[src/rtl/alu_pkg.sv]
// Shared opcode, FSM-state and flag-index definitions for the multi-cycle ALU.
package alu_pkg;

  localparam logic [2:0] OP_ADD = 3'b000;
  localparam logic [2:0] OP_SUB = 3'b001;
  localparam logic [2:0] OP_AND = 3'b010;
  localparam logic [2:0] OP_NOT = 3'b011;
  localparam logic [2:0] OP_MUL = 3'b100;
  localparam logic [2:0] OP_LSL = 3'b101;
  localparam logic [2:0] OP_LSR = 3'b110;
  localparam logic [2:0] OP_ASR = 3'b111;

  localparam logic [1:0] ST_IDLE = 2'd0;
  localparam logic [1:0] ST_BUSY = 2'd1;
  localparam logic [1:0] ST_DONE = 2'd2;

  localparam int unsigned FLG_Z = 0;
  localparam int unsigned FLG_N = 1;
  localparam int unsigned FLG_V = 2;

endpackage

[src/rtl/AddSub.sv]
// Two's-complement adder/subtractor with signed-overflow detection.
module AddSub #(
  parameter int WIDTH = 16
) (
  input  logic [WIDTH-1:0] a,
  input  logic [WIDTH-1:0] b,
  input  logic             sub,
  output logic [WIDTH-1:0] sum,
  output logic             ovf
);

  logic [WIDTH-1:0] b_eff;

  assign b_eff = sub ? ~b : b;
  assign sum   = a + b_eff + WIDTH'(sub);
  // Overflow when both effective operands agree in sign but the sum does not.
  assign ovf   = (a[WIDTH-1] == b_eff[WIDTH-1]) && (sum[WIDTH-1] != a[WIDTH-1]);

endmodule

[src/rtl/alu_mul_seq.sv]
// Sequential shift-add unsigned multiplier: one partial product per cycle, WIDTH steps.
module alu_mul_seq #(
  parameter int WIDTH = 16
) (
  input  logic             clk,
  input  logic             rst_n,
  input  logic             start_i,
  input  logic [WIDTH-1:0] a_i,
  input  logic [WIDTH-1:0] b_i,
  output logic             done_o,
  output logic [WIDTH-1:0] lo_o,
  output logic [WIDTH-1:0] hi_o
);

  localparam int CW = $clog2(WIDTH);

  logic [2*WIDTH-1:0] acc_q, mcand_q, acc_d;
  logic [WIDTH-1:0]   mplier_q;
  logic [CW-1:0]      cnt_q;
  logic               busy_q;

  // done_o flags the cycle of the final step; the product it exposes already
  // includes that step so the caller can register it on the same edge.
  assign acc_d        = acc_q + (mplier_q[0] ? mcand_q : '0);
  assign done_o       = busy_q && (cnt_q == CW'(WIDTH - 1));
  assign {hi_o, lo_o} = acc_d;

  always_ff @(posedge clk or negedge rst_n) begin
    if (!rst_n) begin
      acc_q    <= '0;
      mcand_q  <= '0;
      mplier_q <= '0;
      cnt_q    <= '0;
      busy_q   <= 1'b0;
    end else if (start_i) begin
      acc_q    <= '0;
      mcand_q  <= {{WIDTH{1'b0}}, a_i};
      mplier_q <= b_i;
      cnt_q    <= '0;
      busy_q   <= 1'b1;
    end else if (busy_q) begin
      acc_q    <= acc_d;
      mcand_q  <= mcand_q << 1;
      mplier_q <= mplier_q >> 1;
      cnt_q    <= cnt_q + 1'b1;
      if (done_o) busy_q <= 1'b0;
    end
  end

endmodule

[src/rtl/alu_mc.sv]
// Multi-cycle ALU: single-cycle ADD/SUB/AND/NOT/shifts, WIDTH-cycle MUL, registered result + flags.
module alu_mc
  import alu_pkg::*;
#(
  parameter int WIDTH = 16,
  parameter int SHW   = $clog2(WIDTH)
) (
  input  logic             clk,
  input  logic             reset_n,
  input  logic             in_valid,
  output logic             in_ready,
  input  logic [WIDTH-1:0] Ain,
  input  logic [WIDTH-1:0] Bin,
  input  logic [2:0]       ALUop,
  output logic             out_valid,
  input  logic             out_ready,
  output logic [WIDTH-1:0] out,
  output logic [2:0]       Z
);

  logic [1:0]       state_q, state_d;
  logic [WIDTH-1:0] out_q, out_d;
  logic [2:0]       z_q, z_d;

  logic             accept, mul_start, mul_done;
  logic [WIDTH-1:0] mul_lo, mul_hi;
  logic [WIDTH-1:0] as_sum;
  logic             as_ovf;
  logic [SHW-1:0]   amt;
  logic [WIDTH-1:0] res;
  logic             res_v;

  function automatic logic [2:0] flags(input logic [WIDTH-1:0] r, input logic v);
    logic [2:0] f;
    f        = '0;
    f[FLG_Z] = (r == '0);
    f[FLG_N] = r[WIDTH-1];
    f[FLG_V] = v;
    return f;
  endfunction

  assign amt       = Bin[SHW-1:0];
  assign in_ready  = (state_q == ST_IDLE) || ((state_q == ST_DONE) && out_ready);
  assign out_valid = (state_q == ST_DONE);
  assign accept    = in_valid && in_ready;
  assign mul_start = accept && (ALUop == OP_MUL);
  assign out       = out_q;
  assign Z         = z_q;

  AddSub #(.WIDTH(WIDTH)) u_addsub (
    .a   (Ain),
    .b   (Bin),
    .sub (ALUop == OP_SUB),
    .sum (as_sum),
    .ovf (as_ovf)
  );

  alu_mul_seq #(.WIDTH(WIDTH)) u_mul (
    .clk     (clk),
    .rst_n   (reset_n),
    .start_i (mul_start),
    .a_i     (Ain),
    .b_i     (Bin),
    .done_o  (mul_done),
    .lo_o    (mul_lo),
    .hi_o    (mul_hi)
  );

  always_comb begin
    res   = '0;
    res_v = 1'b0;
    case (ALUop)
      OP_ADD:  begin res = as_sum; res_v = as_ovf; end
      OP_SUB:  begin res = as_sum; res_v = as_ovf; end
      OP_AND:  res = Ain & Bin;
      OP_NOT:  res = ~Bin;
      OP_LSL:  res = Ain << amt;
      OP_LSR:  res = Ain >> amt;
      OP_ASR:  res = $signed(Ain) >>> amt;
      default: res = '0;
    endcase
  end

  // An accept from DONE behaves exactly like one from IDLE, overriding the drain to IDLE.
  always_comb begin
    state_d = state_q;
    out_d   = out_q;
    z_d     = z_q;
    case (state_q)
      ST_IDLE: ;
      ST_BUSY: begin
        if (mul_done) begin
          state_d = ST_DONE;
          out_d   = mul_lo;
          z_d     = flags(mul_lo, |mul_hi);
        end
      end
      ST_DONE: if (out_ready) state_d = ST_IDLE;
      default: state_d = ST_IDLE;
    endcase
    if (accept) begin
      if (ALUop == OP_MUL) begin
        state_d = ST_BUSY;
      end else begin
        state_d = ST_DONE;
        out_d   = res;
        z_d     = flags(res, res_v);
      end
    end
  end

  always_ff @(posedge clk or negedge reset_n) begin
    if (!reset_n) begin
      state_q <= ST_IDLE;
      out_q   <= '0;
      z_q     <= '0;
    end else begin
      state_q <= state_d;
      out_q   <= out_d;
      z_q     <= z_d;
    end
  end

endmodule
[config.mk]
export PLATFORM = sky130hd
export DESIGN_NAME = alu_mc
export DESIGN_NICKNAME = d
export VERILOG_FILES = /design/src/rtl/alu_pkg.sv /design/src/rtl/AddSub.sv /design/src/rtl/alu_mul_seq.sv /design/src/rtl/alu_mc.sv
export SDC_FILE = /design/constraint.sdc
export NUM_CORES = 1
export LEC_CHECK = 0
export CORE_ASPECT_RATIO = 1.1
export CORE_MARGIN = 1
export CORE_UTILIZATION = 59
export CTS_CLUSTER_DIAMETER = 120
export CTS_CLUSTER_SIZE = 14
export DETAILED_ROUTE_END_ITERATION = 8
export GPL_TIMING_DRIVEN = 1
export HOLD_SLACK_MARGIN = 0.08
export PLACE_DENSITY = 0.79
export SYNTH_ARGS = -nofsm -noshare
export SYNTH_HDL_FRONTEND = slang
export SYNTH_SLANG_ARGS = --single-unit
[constraint.sdc]
create_clock -name clk -period 3.9 [get_ports clk]
set_input_delay 0.39 -clock clk [delete_from_list [all_inputs] [get_ports clk]]
set_output_delay 0.39 -clock clk [all_outputs]
set_load 0.005 [all_outputs]
# After elaboration in Yosys (flattened, before gate mapping)
# Cells that the tools add are included.
[word_totals]
regBits = 106
input_bits = 39
out_inout_bits = 21
elab_cells = 74
[classes]
add_sub_neg = 4
eq_ne = 15
shift = 3
muxes = 28
bitwise = 2
n_reduce_logical = 14
[ops]
columns = ["op", "count"]
rows = [
  ["two-way mux 32 bit", 5],
  ["two-way mux 16 bit", 7],
  ["case mux 16 bit (6 select lines)", 1],
  ["adder 32 bit", 1],
  ["zero test 16 bit", 2],
  ["adder 16 x 1 -> 16 bit", 1],
  ["adder 16 bit", 1],
  ["AND 16 bit", 1],
  ["NOT 16 bit", 1],
  ["OR reduction 16 bit", 1],
  ["<< shifter 16 x 4 -> 16 bit", 1],
  [">> shifter 16 x 4 -> 16 bit", 1],
  [">>> shifter 16 x 4 -> 16 bit", 1],
  ["== test 3 bit (second input constant)", 4],
  ["two-way mux 3 bit", 4],
  ["two-way mux 2 bit", 4],
  ["two-way mux 4 bit", 2],
  ["== test 3 x 2 -> 1 bit (second input constant)", 2],
  ["case mux 2 bit (3 select lines)", 1],
  ["logical AND 1 bit", 5],
  ["adder 4 x 1 -> 4 bit (second input constant)", 1],
  ["== test 4 bit (second input constant)", 1],
  ["two-way mux 1 bit", 4],
  ["== test 3 x 1 -> 1 bit (second input constant)", 1],
  ["13 further kinds", 13],
]

# Depth between registers and ports, before layout
[depth]
depth_word = 9
depth_mapped = 16

# By module
# Synthesis repeated with hierarchy kept, for this count alone.
[unflattened]
hier_cells = 1169
hier_area_um2 = 10028.4
[modules_own_cells]
columns = ["module", "instances", "cells_each", "area_each_um2", "seq_area_each_um2"]
rows = [
  ["alu_mul_seq", 1, 616, 5721.7, 2127.0],
  ["alu_mc", 1, 420, 3316.9, 525.5],
  ["AddSub", 1, 133, 989.7, 0.0],
]

# Least setup slack after synthesis
# No wires, ideal clock.
[synth_path]
path_kind = "input to register"
start = "input ALUop[0]"
end = "register z_q[0] (netlist: Z[0])"
setup_ns = 0.095
t_arrival_ns = 4.438
required_ns = 3.805
path_slack_ns = -0.633
cell_stages = 15
n_path_buf = 4
cell_sequence = "clkbuf_1 -> buf_1 -> and2_1 -> clkbuf_1 -> buf_1 -> xnor2_1 -> fa_1 -> a211oi_1 -> o21ai_0 -> xor2_1 -> a2111o_1 -> nor4_2 -> nand4_1 -> or4_1 -> o32ai_2"
[synth_between]
elab_chain_cells = 8
word_cells_on_any_way = 16
[synth_lines]
columns = ["element", "line_no", "source"]
rows = [
  ["from (decl)", "alu_mc.sv:14", "input logic [2:0] ALUop,"],
  ["== test 3 x 1 -> 1 bit", "alu_mc.sv:53, alu_mc.sv:72", ""],
  ["two-way mux 16 bit", "AddSub.sv:14", "assign b_eff = sub ? ~b : b;"],
  ["adder 16 bit", "AddSub.sv:15", "assign sum = a + b_eff + WIDTH'(sub);"],
  ["adder 16 x 1 -> 16 bit", "AddSub.sv:15", ""],
  ["case mux 16 bit (6 select lines)", "alu_mc.sv:72", "case (ALUop)"],
  ["zero test 16 bit", "alu_mc.sv:36", "f[FLG_Z] = (r == '0);"],
  ["two-way mux 3 bit (*)", "alu_mc.sv:102", "if (ALUop == OP_MUL) begin"],
  ["two-way mux 3 bit (*)", "alu_mc.sv:101", "if (accept) begin"],
  ["via z_d[0]", "alu_mc.sv:23", "logic [2:0] z_q, z_d;"],
  ["to (signal assigned)", "alu_mc.sv:120", "z_q <= z_d;"],
  ["to (decl)", "alu_mc.sv:23", ""],
]
# Mark *: on every way through the listed nets, which the timed path passes. The rest lies on a longest branch.
# A chain may end at the register's enable or synchronous reset.

# Final worst setup path
[layout_path]
start = "register u_mul.mplier_q[0]"
end = "register z_q[2] (netlist: Z[2])"
[layout_between]
elab_chain_cells = 7
[layout_lines]
columns = ["element", "line_no", "source"]
rows = [
  ["from (decl)", "alu_mul_seq.sv:18", "logic [WIDTH-1:0] mplier_q;"],
  ["from (signal assigned)", "alu_mul_seq.sv:38", "mplier_q <= b_i;"],
  ["from (signal assigned)", "alu_mul_seq.sv:44", "mplier_q <= mplier_q >> 1;"],
  ["two-way mux 32 bit (*)", "alu_mul_seq.sv:24", "assign acc_d = acc_q + (mplier_q[0] ? mcand_q : '0);"],
  ["adder 32 bit (*)", "alu_mul_seq.sv:24", ""],
  ["OR reduction 16 bit (*)", "alu_mc.sv:95", "z_d = flags(mul_lo, |mul_hi);"],
  ["two-way mux 3 bit (*)", "alu_mc.sv:92", "if (mul_done) begin"],
  ["two-way mux 3 bit (*)", "alu_mc.sv:89", "case (state_q)"],
  ["two-way mux 3 bit", "alu_mc.sv:102", ""],
  ["two-way mux 3 bit (*)", "alu_mc.sv:101", ""],
  ["via z_d[2]", "alu_mc.sv:23", ""],
]
# Marked as above.

==> results.cfg <==
[outcome]
result_of_the_run = complete, no violations

[logic_synthesis]
synthesis.nets = 1255
ys_dominant_reg_cell = dfrtp_1
ys_async_sr_fraction_pct = 100
netlist-cell-type-count = 75
synthTopCellsByCount = nand2_1 (141), nor2_1 (139), dfrtp_1 (106)
netlist.top_cell.by_area = dfrtp_1
yosys_warnings = 0
synth_most_common_cell = nand2_1
synth.ff_latch_count = 106
synthesis.instances = 1164
avgSynthCellArea_um2 = 8.30
synth_area_leaders = dfrtp_1 (27%), mux2i_1 (9.9%), ha_1 (6.5%), nand2_1 (5.5%), nor2_1 (5.4%)
edff_count_synth = 0
synth_top_area_share_pct = 27.4
synth.cell_area_mm2 = 0.00966
synth-seq-area-share_pct = 27.4

[power]
leakage_nw = 5.26
pwr_density_cell_mw_per_mm2 = 602
total_power_mw = 6.85
irDropWorstVdd_mv = 0.301

[grt]
grt_util_all_layers_pct = 36.7
antenna_found_initial = 0
vias_in_the_first_global_route = 9034
grt_start_max_net_pins = 119
grt_pass1_wl_um = 47100
grt.overflow.total = 0

[worst_setup_path]
cp_top_family = simple AND/OR/NAND/NOR gates
kind_of_end_point_of_the_critical_path = flop
category_of_the_most_critical_setup_path = flop to flop
worst-endpoint-arrival_ps = 4000
critical_path_required_ps = 4130
critical_path.max_stage_delay_ps = 680
crit_fanout = 12
worstPathCellList = buf_12 -> buf_4 -> and2_1 -> ha_2 -> nand2_1 -> nor2_1 -> a21oi_1 -> o211ai_1 -> nor4_1 -> or4b_2 -> nor3_1 -> and4b_1 -> o21ai_0
path_buf_inv = 2
crit_path_start_kind = flop
crit_path_top_delay_cell = or4b_2

[finish]
layout.cell_area.non_filler_mm2 = 0.0114
layout-drive-gt1-share_pct = 13.7
final_util_pct = 71.7
nets = 1356
antenna_cells_inserted = 0
area_delta_synth_final_pct = 17.7

[sta]
fin_tns_setup_ps = 0
timing.clock.skew_ps = 8.82
worst-slew-pin-transition_ps = 1000
max_clock_freq_mhz = 266
slew-limit-headroom_pct = 33.1
finalCriticalPeriod_ps = 3770
timing.final.ws_setup_ps = 134
period_utilization_post_route_pct = 96.6
final_max_slew_viol_count = 0
hold_viol = 0
timing.final.setup_violations = 0

[floorplan]
fp.dieArea_mm2 = 0.0169
floorplan.initialDensity_pct = 61.0
die_width_um = 124
io_pins = 60
std_cell_rows = 48
die_y_um = 136
design.core.area_mm2 = 0.0159

[clock_network]
post_cts_buffers = 0
cts_max_path_buffers = 2
clock_latency_ps = 360
number_of_cts_inserted_buffers = 9
cts_tree = done
clk_transition_reported_paths_ps = 80
h_tree_lvls = 3
cts_root_buffer = clkbuf_16
cts.sinks = 106

[placed_design]
port_buffers = 59
dpl_worst_slack_ps = -174
dpl-instance-area_mm2 = 0.0110
place.gp.congestion = 1.04
place_hpwl_um = 22800

[routing]
vias = 9429
antenna_violating_nets_post_route = 0
route.detailed.vias_per_inst = 6.41
drt_drc_violations_left = 0
dr.pass1.iters = 7
routed_wl_um = 29900
detailedRoute.firstIterationViolations = 768
routed_wire_length_per_instance_um = 20.4

[run]
drv.max_cap_violation_count = 0

[hold_path]
timing.hold.worst.class = primary input to async pin
## through the flow
stage	hold WS [ps]	std cells
floorplan	94.4	1164
global placement	347	1453
detailed placement	346	1453
CTS	514	1470
global route	543	1470
finish	498	1470
## layer usage
layer  global-route usage (%)  vias up  wire length, µm
met1                     44.2     4515            12100
met4                     23.2        0             1780
met5                        0        -                0
li1                         -     4446                -
met2                     61.9      357            14700
met3                     3.94      111             1370
## where the power goes
part,internal (mW),switching (mW),leakage (nW)
clock,0.454,0.462,0.143
sequential,1.58,0.410,1.32
combinational,1.80,2.14,3.80
## placed cells by master (no fill, tap or decap), drive strengths merged, types with 22 or more instances in the layout
cell	synthesis	routed
a21o	25	25
nand2	141	141
nor2	139	139
clkdlybuf4s50	0	56
inv	20	26
dfrtp	106	106
buf	20	110
o21ai	84	84
xnor2	22	22
a21oi	66	66
mux2i	96	96
o211ai	23	23
ha	50	50
and2	37	37
xor2	31	31
## sequential cells by signal, summed over array words and instances, names as in the netlist
name / count
state_q: 2
out: 16
Z: 3
u_mul.cnt_q: 4
u_mul.mcand_q: 32
u_mul.busy_q: 1
u_mul.mplier_q: 16
u_mul.acc_q: 32
## kinds of logic after synthesis
group	after synthesis	synth area share, %
simple gates	425	20.5
fa+ha+maj	52	6.89
flops	106	27.4
mux	124	15.6
compound gates	305	20.6
buf+inv	99	4.13
xor+xnor	53	4.80
## repair_timing
action / 4_1_cts / 5_1_grt
hold buffers: 1 / 0
gates resized for setup: 2 / 9
endpoints found under the setup margin: 1 / 2
endpoints found under the hold margin: 28 / 0
pin swaps: 0 / 3
## path summary, 6_finish.rpt
| path | start | endpoint | slack (ps) | cells after the start |
|---|---|---|---|---|
| max in group asynchronous | reset_n | out[14]$_DFF_PN0_ | 2450 | 3 |
| setup / recovery | u_mul.mplier_q[0]$_DFFE_PN0P_ | Z[2]$_DFF_PN0_ | 130 | 13 |
| hold / removal | reset_n | u_mul.acc_q[23]$_DFFE_PN0P_ | 500 | 2 |
| setup reg to reg | u_mul.mplier_q[0]$_DFFE_PN0P_ | Z[2]$_DFF_PN0_ | 130 | 13 |
| hold reg to reg | Z[1]$_DFF_PN0_ | Z[1]$_DFF_PN0_ | 530 | 2 |
| min in group clk | Z[1]$_DFF_PN0_ | Z[1]$_DFF_PN0_ | 530 | 2 |
## layout make-up
| cell class | count | area (µm²) |
|---|---|---|
| repair buffers | 167 | 1430 |
| inverters | 22 | 82.6 |
| fillers | 1275 | 4480 |
| multi-input cells | 959 | 6660 |
| well taps | 200 | 250 |
| flip-flops and latches | 106 | 2660 |
| clock inverters | 7 | 67.6 |
| clock buffers | 9 | 225 |
(Power assumes the default switching activity.)
